**config.mk**
```make
export PLATFORM = sky130hd
export DESIGN_NAME = bf16_op_sched_flat
export DESIGN_NICKNAME = d
export VERILOG_FILES = /design/src/rtl/bf16_op_sched_if.sv /design/src/rtl/bf16_op_sched.sv /design/src/flat_wrapper.sv
export SDC_FILE = /design/constraint.sdc
export NUM_CORES = 1
export LEC_CHECK = 0
export ABC_AREA = 0
export CAP_MARGIN = 20
export CORE_MARGIN = 2
export CORE_UTILIZATION = 40
export DETAILED_ROUTE_END_ITERATION = 8
export PLACE_DENSITY_LB_ADDON = 0.25
export SLEW_MARGIN = 20
export SYNTH_ARGS = -nofsm -noshare
export SYNTH_HDL_FRONTEND = slang
export SYNTH_SLANG_ARGS = --single-unit
```
**constraint.sdc**
```tcl
create_clock -name clk -period 1.8 [get_ports clk]
set_input_delay 0.36 -clock clk [delete_from_list [all_inputs] [get_ports clk]]
set_output_delay 0.36 -clock clk [all_outputs]
set_load 0.05 [all_outputs]
```
**src/rtl/bf16_op_sched_if.sv**
```systemverilog
// op_intf: split bf16 operand/result bus between the scheduler and a shared compute unit
interface op_intf;
  logic       op1_sign;
  logic [7:0] op1_exp;
  logic [6:0] op1_frac;
  logic       op2_sign;
  logic [7:0] op2_exp;
  logic [6:0] op2_frac;
  logic       op3_sign;
  logic [7:0] op3_exp;
  logic [6:0] op3_frac;
  logic       overflow;
  modport bus_side (
    output op1_sign, op1_exp, op1_frac, op2_sign, op2_exp, op2_frac,
    input  op3_sign, op3_exp, op3_frac, overflow
  );
  modport unit_side (
    input  op1_sign, op1_exp, op1_frac, op2_sign, op2_exp, op2_frac,
    output op3_sign, op3_exp, op3_frac, overflow
  );
endinterface

```
**src/rtl/bf16_op_sched.sv**
```systemverilog
// bf16_op_sched: round-robin sharing of one bf16 compute unit; sticky overflow under BF16_SCHED_OVF_STICKY_EN
module bf16_op_sched #(
  parameter int N_REQ    = 2,
  parameter int COMP_LAT = 1
) (
  input  logic                   clk,
  input  logic                   rst,
  input  logic [N_REQ-1:0]       req_valid,
  output logic [N_REQ-1:0]       req_ready,
  input  logic [N_REQ-1:0][15:0] req_op1,
  input  logic [N_REQ-1:0][15:0] req_op2,
  output logic [N_REQ-1:0]       resp_valid,
  input  logic [N_REQ-1:0]       resp_ready,
  output logic [15:0]            resp_data,
  output logic                   resp_overflow,
  output logic                   ovf_sticky,
  input  logic                   ovf_clr,
  op_intf.bus_side               comp
);
  localparam int PW = $clog2(N_REQ);
  localparam int LW = $clog2(COMP_LAT + 1);
  typedef enum logic [1:0] {IDLE, WAIT, RESP} state_t;
  state_t state, state_nx;
  logic [PW-1:0] rr_ptr, grant, winner;
  logic [LW-1:0] lat_cnt;
  logic [15:0] op1_q, op2_q;
  logic found, accept, cap, done;
  int idx;
  // first valid requester at or after rr_ptr, wrapping around
  always_comb begin
    found = 1'b0;
    winner = '0;
    idx = 0;
    for (int i = 0; i < N_REQ; i++) begin
      idx = (int'(rr_ptr) + i) % N_REQ;
      if (!found && req_valid[PW'(idx)]) begin
        found = 1'b1;
        winner = PW'(idx);
      end
    end
  end
  assign accept = state == IDLE && found;
  assign cap = state == WAIT && lat_cnt == LW'(1);
  assign done = state == RESP && resp_ready[grant];
  assign req_ready = (!rst && accept) ? N_REQ'(1) << winner : '0;
  // next-state selection
  always_comb begin
    state_nx = state;
    state_nx = accept ? WAIT : cap ? RESP : done ? IDLE : state;
  end
  // state register
  always_ff @(posedge clk) begin
    if (rst) state <= IDLE;
    else state <= state_nx;
  end
  // operand capture, latency count, result capture and response handshake
  always_ff @(posedge clk) begin
    if (rst) begin
      rr_ptr <= '0;
      grant <= '0;
      lat_cnt <= '0;
      op1_q <= '0;
      op2_q <= '0;
      resp_data <= '0;
      resp_overflow <= 1'b0;
      resp_valid <= '0;
    end else begin
      if (accept) begin
        op1_q <= req_op1[winner];
        op2_q <= req_op2[winner];
        grant <= winner;
        lat_cnt <= LW'(COMP_LAT);
        rr_ptr <= (int'(winner) == N_REQ - 1) ? '0 : winner + 1'b1;
      end else if (state == WAIT) lat_cnt <= lat_cnt - 1'b1;
      if (cap) begin
        resp_data <= {comp.op3_sign, comp.op3_exp, comp.op3_frac};
        resp_overflow <= comp.overflow;
        resp_valid <= N_REQ'(1) << grant;
      end else if (done) resp_valid <= '0;
    end
  end
  assign {comp.op1_sign, comp.op1_exp, comp.op1_frac} = op1_q;
  assign {comp.op2_sign, comp.op2_exp, comp.op2_frac} = op2_q;
`ifdef BF16_SCHED_OVF_STICKY_EN
  // sticky overflow; a new overflow capture beats a simultaneous clear
  always_ff @(posedge clk) begin
    if (rst) ovf_sticky <= 1'b0;
    else if (cap && comp.overflow) ovf_sticky <= 1'b1;
    else if (ovf_clr) ovf_sticky <= 1'b0;
  end
`else
  logic unused_clr;
  assign unused_clr = ovf_clr;
  assign ovf_sticky = 1'b0;
`endif
endmodule

```
**src/flat_wrapper.sv**
```systemverilog
// flat-port wrapper written by rule: the top's interface ports become plain ports
module bf16_op_sched_flat 
#(
  parameter int N_REQ    = 2,
  parameter int COMP_LAT = 1
)
  (clk, rst, req_valid, req_ready, req_op1, req_op2, resp_valid, resp_ready, resp_data, resp_overflow, ovf_sticky, ovf_clr, comp_op1_sign, comp_op1_exp, comp_op1_frac, comp_op2_sign, comp_op2_exp, comp_op2_frac, comp_op3_sign, comp_op3_exp, comp_op3_frac, comp_overflow);
  op_intf comp_i ();
  input  logic clk;
  input  logic rst;
  input  logic [N_REQ-1:0] req_valid;
  output logic [N_REQ-1:0] req_ready;
  input  logic [N_REQ-1:0][15:0] req_op1;
  input  logic [N_REQ-1:0][15:0] req_op2;
  output logic [N_REQ-1:0] resp_valid;
  input  logic [N_REQ-1:0] resp_ready;
  output logic [15:0] resp_data;
  output logic resp_overflow;
  output logic ovf_sticky;
  input  logic ovf_clr;
  output wire logic [$bits(comp_i.op1_sign)-1:0] comp_op1_sign;
  output wire logic [$bits(comp_i.op1_exp)-1:0] comp_op1_exp;
  output wire logic [$bits(comp_i.op1_frac)-1:0] comp_op1_frac;
  output wire logic [$bits(comp_i.op2_sign)-1:0] comp_op2_sign;
  output wire logic [$bits(comp_i.op2_exp)-1:0] comp_op2_exp;
  output wire logic [$bits(comp_i.op2_frac)-1:0] comp_op2_frac;
  input wire logic [$bits(comp_i.op3_sign)-1:0] comp_op3_sign;
  input wire logic [$bits(comp_i.op3_exp)-1:0] comp_op3_exp;
  input wire logic [$bits(comp_i.op3_frac)-1:0] comp_op3_frac;
  input wire logic [$bits(comp_i.overflow)-1:0] comp_overflow;
  assign comp_op1_sign = comp_i.op1_sign;
  assign comp_op1_exp = comp_i.op1_exp;
  assign comp_op1_frac = comp_i.op1_frac;
  assign comp_op2_sign = comp_i.op2_sign;
  assign comp_op2_exp = comp_i.op2_exp;
  assign comp_op2_frac = comp_i.op2_frac;
  assign comp_i.op3_sign = comp_op3_sign;
  assign comp_i.op3_exp = comp_op3_exp;
  assign comp_i.op3_frac = comp_op3_frac;
  assign comp_i.overflow = comp_overflow;
  bf16_op_sched #(.N_REQ(N_REQ), .COMP_LAT(COMP_LAT)) u_core (.clk(clk), .rst(rst), .req_valid(req_valid), .req_ready(req_ready), .req_op1(req_op1), .req_op2(req_op2), .resp_valid(resp_valid), .resp_ready(resp_ready), .resp_data(resp_data), .resp_overflow(resp_overflow), .ovf_sticky(ovf_sticky), .ovf_clr(ovf_clr), .comp(comp_i));
endmodule
```
==> impl_metrics.ini, run 1 <==
[outcome]
outcome = finished, final reports clean

[floorplan]
die_w_um = 81.6
num_rows = 28
die_h_um = 81.6
initial_utilization = 0.411
die-area_um2 = 6650
coreArea_um2 = 5850
ioPinCount = 142

[synthesis]
syn_area_um2 = 2410
synth-compound-area-share = 0.168
synthCells = 252
yosysWarnings = 0
synth-xor-area-share = 0.00364
synth_nets = 340
synth.avg_cell_area_um2 = 9.55
synthMuxAreaShare = 0.141
ys_ff_latch = 56
yosysSeqAreaShare = 0.466
synth_top_family_by_area = compound AO/OA/AOI/OAI gates
synth_cell_types = 23
synth_fa_ha_area_frac = 0
synth-simple-area-share = 0.147

[timing]
finalCritPeriodShare = 0.937
period_needed_ns = 1.69
setup_viol = 0
rsz0062_at_grt = false
skew_ns = 0.00456
hold_viol = 0
layout_setup_ws_ns = 0.114
drv_slew = 0
fmax_mhz = 593

[global_route]
grt_pass1_vias = 2135
grt_pass1_wl_um = 9320
overflow = 0
antenna_found_initial = 0
grt_max_degree = 45
grt_usage = 0.178

[pwr]
internal_power_w = 0.00232
clkPwrFrac = 0.256
p_switching_w = 0.00110
power_frac_comb = 0.330
p_sw_frac = 0.321
power.total_w = 0.00342
power_density_nw_per_um2 = 892
vdd_drop_max_v = 0.000569
seqPwrFrac = 0.414
leakage_nw = 1.50

[placed_design]
port_buffers = 138
dp_slack_ns = -0.00434
gp_congestion = 0.666
dp_hpwl_um = 4400

[finish]
drive_gt1_frac = 0.223
fin_nets = 468
antenna_cells = 0
synthToLayoutAreaGrowth_pct = 59.1

[cts]
clk_latency_ns = 0.30
path_clk_slew_ns = 0.09
cts_buffers = 5
cts_num_sinks = 56
cts_resized = 0
htree_levels = 2
clock_path_buffers = 2
postCtsSetupBuffers = 0
root_buffer = clkbuf_8
cts_tree = done
ctsHoldBuffers = 0

[routing]
detail-route-antenna-nets = 0
vias_per_cell = 4.80
num_vias = 2189
drc = 0
wl_um = 5880
dr.pass1.iters = 4
first_iter_violations = 58
wl_per_cell_um = 12.9

[setup_path]
crit_type = register to output port
start_kind = register
end_kind = output port
crit_fanout = 8
worst_ep_arrival_time_ns = 1.33
cp_data_required_time_ns = 1.44

[min_path]
hold_class = primary input to register

[flow_run]
max_cap_violations = 0
[state kept, by name, indices dropped and copies added, names as in the netlist]
| signal | flops |
|---|---|
| u_core.op1_q | 16 |
| u_core.op2_q | 16 |
| u_core.resp_data | 16 |
| u_core.resp_valid | 2 |
| u_core.state | 2 |
| u_core.grant | 1 |
| u_core.lat_cnt | 1 |
| u_core.resp_overflow | 1 |
| u_core.rr_ptr | 1 |
[power by group through the flow]
stage	clock, W	sequential [W]	combinational (W)
6_report	0.000875	0.00141	0.00113
5_1_grt	0.000936	0.00143	0.00121
4_1_cts	0.000899	0.00141	0.00114
3_5_place_dp	0	0.00144	0.00114
3_3_place_gp	0	0.00144	0.00113
2_1_floorplan	0	0.00176	0.000417
[per-layer routing]
layer | global-route usage | wire [um]
met1 | 0.201 | 2390
met2 | 0.314 | 2750
met3 | 0.0780 | 708
met4 | 0.0305 | 38
met5 | 0 | 0
[cells in the mapped netlist]
library cell  count  share of area
o32ai_1           1         0.0036
buf_2             4         0.0083
and3b_2           1         0.0042
a21oi_1          19          0.040
xnor2_1           1         0.0036
nand3b_1          4          0.012
buf_6             5          0.023
a211oi_2          8          0.042
nor3_1            2         0.0042
mux2i_1          34           0.14
clkbuf_4          2         0.0062
conb_1            1         0.0016
nand2_1          35          0.055
buf_4             4          0.012
clkbuf_1          6         0.0094
buf_8             2          0.012
o21ba_2           1         0.0042
nor2_1           37          0.058
nor3b_4           1         0.0078
o21ai_0           2         0.0042
nor3b_1           2         0.0062
dfxtp_1          56           0.47
a211oi_1         24          0.075
[through the flow]
step / TNS [ns] / util / cells / hold slack, ns / instance area (um^2)
global placement: 0 / 0.630 / 448 / 0.443 / 3690
global route: 0 / 0.654 / 456 / 0.350 / 3830
floorplan: 0 / - / 252 / 0.476 / 2420
CTS: 0 / 0.652 / 456 / 0.348 / 3810
detailed placement: -0.00434 / 0.630 / 448 / 0.447 / 3690
finish: 0 / 0.654 / 456 / 0.351 / 3830
[layout by cell type, fill, tap and decap left out, types with 2 or more instances in the layout]
cell             synthesis  final
a211oi_2                 8      8
nand2_1                 35     34
clkbuf_8                 0      7
a211oi_1                24     24
a21oi_1                 19     19
clkdlybuf4s50_1          0     83
mux2i_1                 34     34
dfxtp_2                  0      3
nand3b_1                 4      4
buf_12                   0      4
o21ai_0                  2      2
dfxtp_1                 56     53
buf_4                    4     54
nor2_1                  37     37
[worst paths after layout]
check,from,endpoint,slack (ns),cells past startpoint
worst max-delay path,u_core.state[0]$_SDFFE_PP0P_,req_ready[1],0.11,4
worst min-delay path,rst,u_core.op1_q[15]$_SDFFE_PP0P_,0.35,2
worst max register to register,u_core.state[1]$_SDFFE_PP0P_,u_core.op1_q[8]$_SDFFE_PP0P_,0.51,4
worst min register to register,u_core.resp_data[3]$_SDFFE_PP0P_,u_core.resp_data[3]$_SDFFE_PP0P_,0.46,2
[kinds of logic (layout without fill, tap and decap cells)]
kind of cell	Yosys count	in the layout
DFF	56	56
and+or+nand+nor	82	82
other	1	1
xor gates and xnor gates	1	1
AOI/OAI and AO/OA	55	55
muxes	34	34
buffers and inverters	23	152
[worst max-delay path, cell delays in order, from the launching register on]
cell	delay (ns)
dfxtp_2	0.38
nor2_1	0.12
nand2_2	0.09
nor3b_2	0.24
clkbuf_16	0.20
[final cells by class]
class,instances,area (um^2)
clock inverters,1,30.0
flip-flops and latches,56,1120
repair buffers,144,1360
fillers,486,2020
clock buffers,7,96.3
well taps,75,93.8
multi-input cells,173,1120
Note: power is estimated with default switching activity, not from simulation.
==> run 2: changes to the inputs <==
--- a/config.mk
+++ b/config.mk
@@ -9,8 +9,10 @@
 export CAP_MARGIN = 20
 export CORE_MARGIN = 2
 export CORE_UTILIZATION = 40
+export CTS_BUF_LIST = sky130_fd_sc_hd__clkbuf_16
 export DETAILED_ROUTE_END_ITERATION = 8
 export PLACE_DENSITY_LB_ADDON = 0.25
+export RECOVER_POWER = 25
 export SLEW_MARGIN = 20
 export SYNTH_ARGS = -nofsm -noshare
 export SYNTH_HDL_FRONTEND = slang
==> run 2 against run 1 <==
Clock skew is 0.0019 ns higher. Utilization is 0.90 points lower. Sequential share of layout area is 0.38 points higher. Setup slack better by 0.0073 ns. Clock-buffer cell count is 2 lower. Fmax is 0.43% higher. Combinational power is 4% lower. Largest power group unchanged.
==> impl_metrics.ini, run 2 (synthesis gave the netlist of run 1 again) <==
[global_route]
grt_pass1_vias = 2104
grt_pass1_wl_um = 9280
overflow = 0
antenna_found_initial = 0
grt_usage = 0.177
grt_max_degree = 45

[setup_path]
crit_fanout = 7
path_cells = nor2_1, nand2_2, nor3b_4, clkbuf_16
critical-path-top-delay-family = simple AND/OR/NAND/NOR gates
start_kind = register
r2r_slack_ns = 0.42
crit_type = register to output port
reg2reg_from = u_core.state[1]$_SDFFE_PP0P_
critPathSlowestCell = dfxtp_1
slowest_delay_ns = 0.37
crit_buf_inv = 1
crit-reg2reg-capture = u_core.resp_data[13]$_SDFFE_PP0P_
worst_ep_arrival_time_ns = 1.32
worstRegToRegCells = 3
end_kind = output port
cp_data_required_time_ns = 1.44

[timing]
slew_headroom = 0.560
hold_viol = 0
fmax_mhz = 596
finalCritPeriodShare = 0.933
drv_slew = 0
setup_viol = 0
worst_slew_pin_slew_ns = 0.660
rsz0062_at_grt = false
hold_ws_ns = 0.395
period_needed_ns = 1.68
skew_ns = 0.00650

[cts]
cts_resized = 0
ctsHoldBuffers = 0
path_clk_slew_ns = 0.07
cts_buffers = 5
htree_levels = 2
cts_num_sinks = 56
clk_latency_ns = 0.28
cts_tree = done
postCtsSetupBuffers = 0
root_buffer = clkbuf_16
clock_path_buffers = 2

[placed_design]
dpl_cell_area_um2 = 3690
gp_congestion = 0.666
placedCellCount = 448
port_buffers = 138
dp_hpwl_um = 4400

[finish]
synthToLayoutAreaGrowth_pct = 56.9
fin_nets = 468
antenna_cells = 0
final_cell_mix = 83 x clkdlybuf4s50_1, 54 x dfxtp_1, 37 x nor2_1
stdcell_area_um2 = 3770
fin_cells = 456
num-fill-cells = 500
layout_commonest_cell = clkdlybuf4s50_1
reg_top3 = u_core.op1_q: 16 flops, u_core.op2_q: 16 flops, u_core.resp_data: 16 flops
final_core_util = 0.645
drive_gt1_frac = 0.150

[floorplan]
initial_utilization = 0.411
die_w_um = 81.6
num_rows = 28
die_h_um = 81.6
die-area_um2 = 6650
ioPinCount = 142
coreArea_um2 = 5850

[routing]
drc = 0
wl_per_cell_um = 12.9
num_vias = 2200
wl_um = 5860
detail-route-antenna-nets = 0
dr.pass1.iters = 4
vias_per_cell = 4.82
first_iter_violations = 66

[pwr]
seqPwrFrac = 0.398
power_frac_comb = 0.307
internal_power_w = 0.00244
clkPwrFrac = 0.295
p_sw_frac = 0.314
vdd_drop_max_v = 0.000522
p_switching_w = 0.00111
power.total_w = 0.00355
power_density_nw_per_um2 = 941
leakage_nw = 1.42

[min_path]
hold_depth = 2
holdCritStartpoint = rst
hold_class = primary input to register
hold_end = u_core.op1_q[15]$_SDFFE_PP0P_

[flow_run]
max_cap_violations = 0

[outcome]
outcome = finished, final reports clean
[run 2: changes by cell type in the layout (fill, tap and decap cells not counted), moves of 2 or more]
cell	before	now
clkbuf_16	1	6
clkbuf_1	0	24
clkbuf_8	7	0
clkinv_1	0	2
buf_4	54	29
[run 2: worst max path at each step]
stage | cells past startpoint | start | to
after floorplan | 3 | u_core.rr_ptr$_SDFFE_PP0P_ | req_ready[1]
after global placement | 5 | req_valid[0] | u_core.op1_q[11]$_SDFFE_PP0P_
after detailed placement | 5 | req_valid[0] | u_core.op1_q[8]$_SDFFE_PP0P_
after CTS | 4 | req_valid[0] | req_ready[1]
after global routing | 4 | u_core.state[1]$_SDFFE_PP0P_ | req_ready[1]
final | 4 | u_core.state[1]$_SDFFE_PP0P_ | req_ready[1]
[run 2: power groups by stage]
stage	Sequential (W)	Clock [W]	Combinational, W
global route	0.00142	0.00112	0.00117
finish	0.00141	0.00105	0.00109
floorplan	0.00176	0	0.000417
detailed placement	0.00144	0	0.00114
global placement	0.00144	0	0.00113
CTS	0.00141	0.00109	0.00114
[run 2: routing by layer]
layer  part of all wire  global-route usage  up-vias  routed length (um)
met5                  0                   0        -                   0
li1                   -                   -     1141                   -
met2               0.46               0.307       90                2690
met3               0.12              0.0648        5                 727
met1               0.41               0.206      964                2400
met4             0.0080              0.0407        0                  47
[run 2: cell type report]
cell class              instances  area [um^2]  area share
clock buffers                   5          125      0.0331
flip-flops and latches         56         1120       0.298
well taps                      75         93.8      0.0249
repair buffers                144         1270       0.335
clock inverters                 3         37.5     0.00994
multi-input cells             173         1130       0.299
[run 2: stage by stage]
stage          setup slack (ns)  setup TNS (ns)
2_1_floorplan            0.0393               0
3_3_place_gp             0.0412               0
3_5_place_dp           -0.00434        -0.00434
4_1_cts                  0.0248               0
5_1_grt                 0.00175               0
6_report                  0.121               0
==> run 3: changes to the inputs <==
--- a/config.mk
+++ b/config.mk
@@ -10,6 +10,7 @@
 export CORE_MARGIN = 2
 export CORE_UTILIZATION = 40
 export CTS_BUF_LIST = sky130_fd_sc_hd__clkbuf_16
+export CTS_CLUSTER_SIZE = 30
 export DETAILED_ROUTE_END_ITERATION = 8
 export PLACE_DENSITY_LB_ADDON = 0.25
 export RECOVER_POWER = 25
==> results of run 3 <==
No change in the layout: final DEF, timing and power equal those of run 2.
==> patch 1 (config.mk and constraints of run 1) <==
Build with the macro `BF16_SCHED_OVF_STICKY_EN` defined.
--- a/src/rtl/bf16_op_sched.sv
+++ b/src/rtl/bf16_op_sched.sv
@@ -1,2 +1,4 @@
 // bf16_op_sched: round-robin sharing of one bf16 compute unit; sticky overflow under BF16_SCHED_OVF_STICKY_EN
+`define BF16_SCHED_OVF_STICKY_EN
+
 module bf16_op_sched #(
Formal check against the unedited RTL: not equivalent (a bounded check fails within 4 cycles, from zero or initial values and one cycle with rst high).
==> patch 1 against run 1 <==
The flow now finishes with violations (setup timing). Sequential share of layout area is 0.35 points lower. Clock power is 21% higher. Wire length is 4.6% higher. Final area is 3.2% higher. Sequential cell count is 1 higher. Power is 6.3% higher. Area after synthesis is 1.4% lower. Setup slack worse by 0.12 ns. Highest routed layer unchanged.
==> patch 1: results (changes against run 1) <==
port_buffers: 140  # was 138
track_usage: 0.1926  # was 0.1782
clock_skew_ns: 0.006405  # was 0.004563 ns
numCtsBuffers: 9  # was 5
clk_pin_slew_ns: 0.06  # was 0.09 ns
ys_types: 25  # was 23
drt_iter0_markers: 53  # was 58
status: "complete, but fails checks"  # was finished, final reports clean
stdcell_count: 473  # was 456
r2r_start: "u_core.state[0]$_SDFFE_PP0P_"  # was u_core.state[1]$_SDFFE_PP0P_
swShare: 0.3245  # was 0.3208
setup_violations: 1  # was 0
post-place-ws_ns: -0.3369  # was -0.004335 ns
synthXorXnorAreaFrac: 0.003690  # was 0.003640
drive_gt1_frac: 0.2462  # was 0.2231
path_max_fanout: 3  # was 8
p_leak_nw: 1.552  # was 1.501 nW
grt_pass1_wl_mm: 9.618  # was 9.315 mm
ff2ff_setup_slack_ns: 0.35  # was 0.51 ns
place_congestion: 0.7580  # was 0.6655
use_met1: 0.2046  # was 0.2014
h-tree-depth: 3  # was 2
synth.area.mux_share: 0.1392  # was 0.1414
post_drt_wl_per_cell_um: 13.00  # was 12.89 um
violations: "setup timing"
holdWs_ns: 0.4529  # was 0.3514 ns
use_met3: 0.07778  # was 0.07802
crit_slowest_cell: "or3b_4"  # was dfxtp_2
finalSetupTns_ns: -0.004878  # was 0 ns
grt_pass1_vias: 2212  # was 2,135
irDropWorstVdd_mv: 0.4517  # was 0.5690 mV
synthTopCellsByArea: "dfxtp_1, mux2i_1, a211oi_1"  # unchanged
setup_slack_ns: -0.004878  # was 0.1137 ns
final_nets: 482  # was 468
patch 1: layout make-up:
class                           count  area, um2  area share
Clock buffer                       13      168.9     0.04275
Timing Repair Buffer              151       1380      0.3493
Inverter                            1      3.754   0.0009500
Clock inverter                      2      12.51    0.003167
Tap cell                           75      93.84     0.02375
Multi-Input combinational cell    174       1145      0.2897
Sequential cell                    57       1147      0.2904
patch 1: worst register-to-register path: cells and delay by family, from the launching register on:
kind	cells	cell delay, ns
AO/OA/AOI/OAI	1	0.23
buffers and inverters	2	0.45
flip-flops	1	0.32
AND/OR/NAND/NOR	2	0.36
patch 1: logic make-up (layout without fill, tap and decap cells):
| logic type | count (synthesis) | after routing |
|---|---|---|
| and+or+nand+nor | 81 | 81 |
| AOI/OAI and AO/OA | 59 | 59 |
| DFF | 57 | 57 |
| muxes | 33 | 33 |
| buffers and inverters | 23 | 167 |
| xor gates and xnor gates | 1 | 1 |
==> patch 2 (config.mk and constraints of run 1) <==
Without the edit above. Encoding of `state_t`: now one-hot (3 bits for 3 states).
--- a/src/rtl/bf16_op_sched.sv
+++ b/src/rtl/bf16_op_sched.sv
@@ -21,3 +21,3 @@
   localparam int LW = $clog2(COMP_LAT + 1);
-  typedef enum logic [1:0] {IDLE, WAIT, RESP} state_t;
+  typedef enum logic [2:0] {IDLE = 3'b001, WAIT = 3'b010, RESP = 3'b100} state_t;
   state_t state, state_nx;
Function: same outputs for any inputs over 10 cycles, from zero or initial values and one cycle with rst high; not proved beyond that.
==> patch 2 against run 1 <==
Sequential power is 4% higher. Clock skew is 0.0034 ns higher. Power is 13% higher. Fmax is 4.3% lower. Wire length is 4.1% higher. Clock power is 29% higher. Via count is 4.8% higher. Area after synthesis is 0.52% lower. Setup slack worse by 0.077 ns. Final area is 1.5% higher. Register-to-register slack worse by 0.16 ns. Sequential cell count is 1 higher.
==> patch 2: results (changes against run 1) <==
final_nets: 478  # was 468
synthTopCellsByArea: "dfxtp_1, mux2i_1, a211oi_1"  # unchanged
r2r_start: "u_core.state[2]$_SDFFE_PP0P_"  # was u_core.state[1]$_SDFFE_PP0P_
irDropWorstVdd_mv: 0.5414  # was 0.5690 mV
grt_pass1_vias: 2131  # was 2,135
syn_nets: 344  # was 340
diodes: 0  # unchanged
holdPathEnd: "u_core.resp_data[8]$_SDFFE_PP0P_"  # was u_core.op1_q[15]$_SDFFE_PP0P_
antenna_found_initial: 0  # unchanged
hold_path.class: "reg -> reg"  # was in -> reg
drt_iter0_markers: 88  # was 58
vias_per_cell: 4.879  # was 4.800
slowest_delay_ns: 0.35  # was 0.38 ns
cp.arrival_ns: 1.40  # was 1.33 ns
grt_pass1_wl_mm: 9.673  # was 9.315 mm
cts_root_buf: "clkbuf_8"  # unchanged
numCtsBuffers: 9  # was 5
ys.warnings.count: 0  # unchanged
clk_pin_slew_ns: 0.06  # was 0.09 ns
ys_types: 27  # was 23
n_fill_cell: 501  # was 486
insertion_delay_ns: 0.32  # was 0.30 ns
r2r-end: "u_core.op1_q[14]$_SDFFE_PP0P_"  # was u_core.op1_q[8]$_SDFFE_PP0P_
clock_skew_ns: 0.007997  # was 0.004563 ns
min_from: "u_core.resp_data[8]$_SDFFE_PP0P_"  # was rst
h-tree-depth: 3  # was 2
hpwlAfterDp_mm: 4.432  # was 4.398 mm
crit_slowest_cell: "dfxtp_2"  # unchanged
track_usage: 0.1910  # was 0.1782
ys_seq_area_frac: 0.4767  # was 0.4659
status: "finished, final reports clean"  # unchanged
ys_async_sr_fraction: 0  # unchanged
grt_max_degree: 40  # was 45
place_congestion: 0.7660  # was 0.6655
holdWs_ns: 0.4553  # was 0.3514 ns
first_pass_iters: 4  # unchanged
yosys-top-cells-count: "dfxtp_1, nor2_1, mux2i_1, nand2_1, a211oi_1"  # was dfxtp_1, nor2_1, nand2_1
ff2ff_setup_slack_ns: 0.35  # was 0.51 ns
p_leak_nw: 1.516  # was 1.501 nW
drive_gt1_frac: 0.2127  # was 0.2231
post_drt_wl_per_cell_um: 13.02  # was 12.89 um
patch 2: stage by stage:
stage               instances  cell area, um2  setup slack (ns)
finish                    470            3885           0.03708
global placement          453            3682          -0.07161
CTS                       470            3884           0.01061
floorplan                 256            2405           0.09014
global route              470            3885          -0.02255
detailed placement        453            3682           -0.1112
patch 2: kinds of logic after synthesis:
kind of cell | share of synthesized area
AND/OR/NAND/NOR | 0.1511
other | 0.001567
multiplexers | 0.1422
XOR/XNOR | 0.003660
AO/OA/AOI/OAI | 0.1636
buffers and inverters | 0.06116
flip-flops | 0.4767
patch 2: how the worst max path moves through the flow:
stage / endpoint / from / slack, ns
global placement: req_ready[0] / req_valid[0] / -0.07
floorplan: req_ready[0] / u_core.state[0]$_SDFFE_PP1P_ / 0.09
finish: req_ready[0] / u_core.state[2]$_SDFFE_PP0P_ / 0.04
global route: req_ready[0] / u_core.state[2]$_SDFFE_PP0P_ / -0.02
CTS: req_ready[0] / u_core.state[2]$_SDFFE_PP0P_ / 0.01
detailed placement: u_core.op1_q[14]$_SDFFE_PP0P_ / req_valid[0] / -0.11
patch 2: critical path: cells and delay by family (launching register included):
family	cells	cell delay [ns]
simple gates	2	0.57
buf+inv	1	0.16
flops	1	0.35
patch 2: routing by layer:
metal / vias to the layer above / GRT usage / share of wire
li1: 1170 / - / -
met1: 1038 / 0.2200 / 0.40
met2: 75 / 0.3287 / 0.51
met3: 10 / 0.04556 / 0.070
met4: 0 / 0.09492 / 0.020
met5: - / 0 / 0
patch 2: timing repair:
item | CTS | global route
setup endpoints to repair | 2 | 2
hold buffers | 0 | 0
gates cloned | 0 | 0
buffers inserted | 1 | 0
pin swaps | 1 | 0
resized for setup | 5 | 1
patch 2: cell type report:
type                       count  area (um2)  area share
clock inverter                 3       40.04     0.01031
timing repair buffer         147        1335      0.3436
tap                           75       93.84     0.02415
sequential                    57        1149      0.2957
multi-input combinational    175        1119      0.2879
clock buffer                  13       148.9     0.03833
patch 2: where the power goes:
group | internal [W] | leakage [nW] | switching (W)
logic | 0.000521 | 0.950 | 0.000735
clock network | 0.000674 | 0.0974 | 0.000459
registers | 0.00139 | 0.468 | 0.0000770
total | 0.00259 | 1.52 | 0.00127
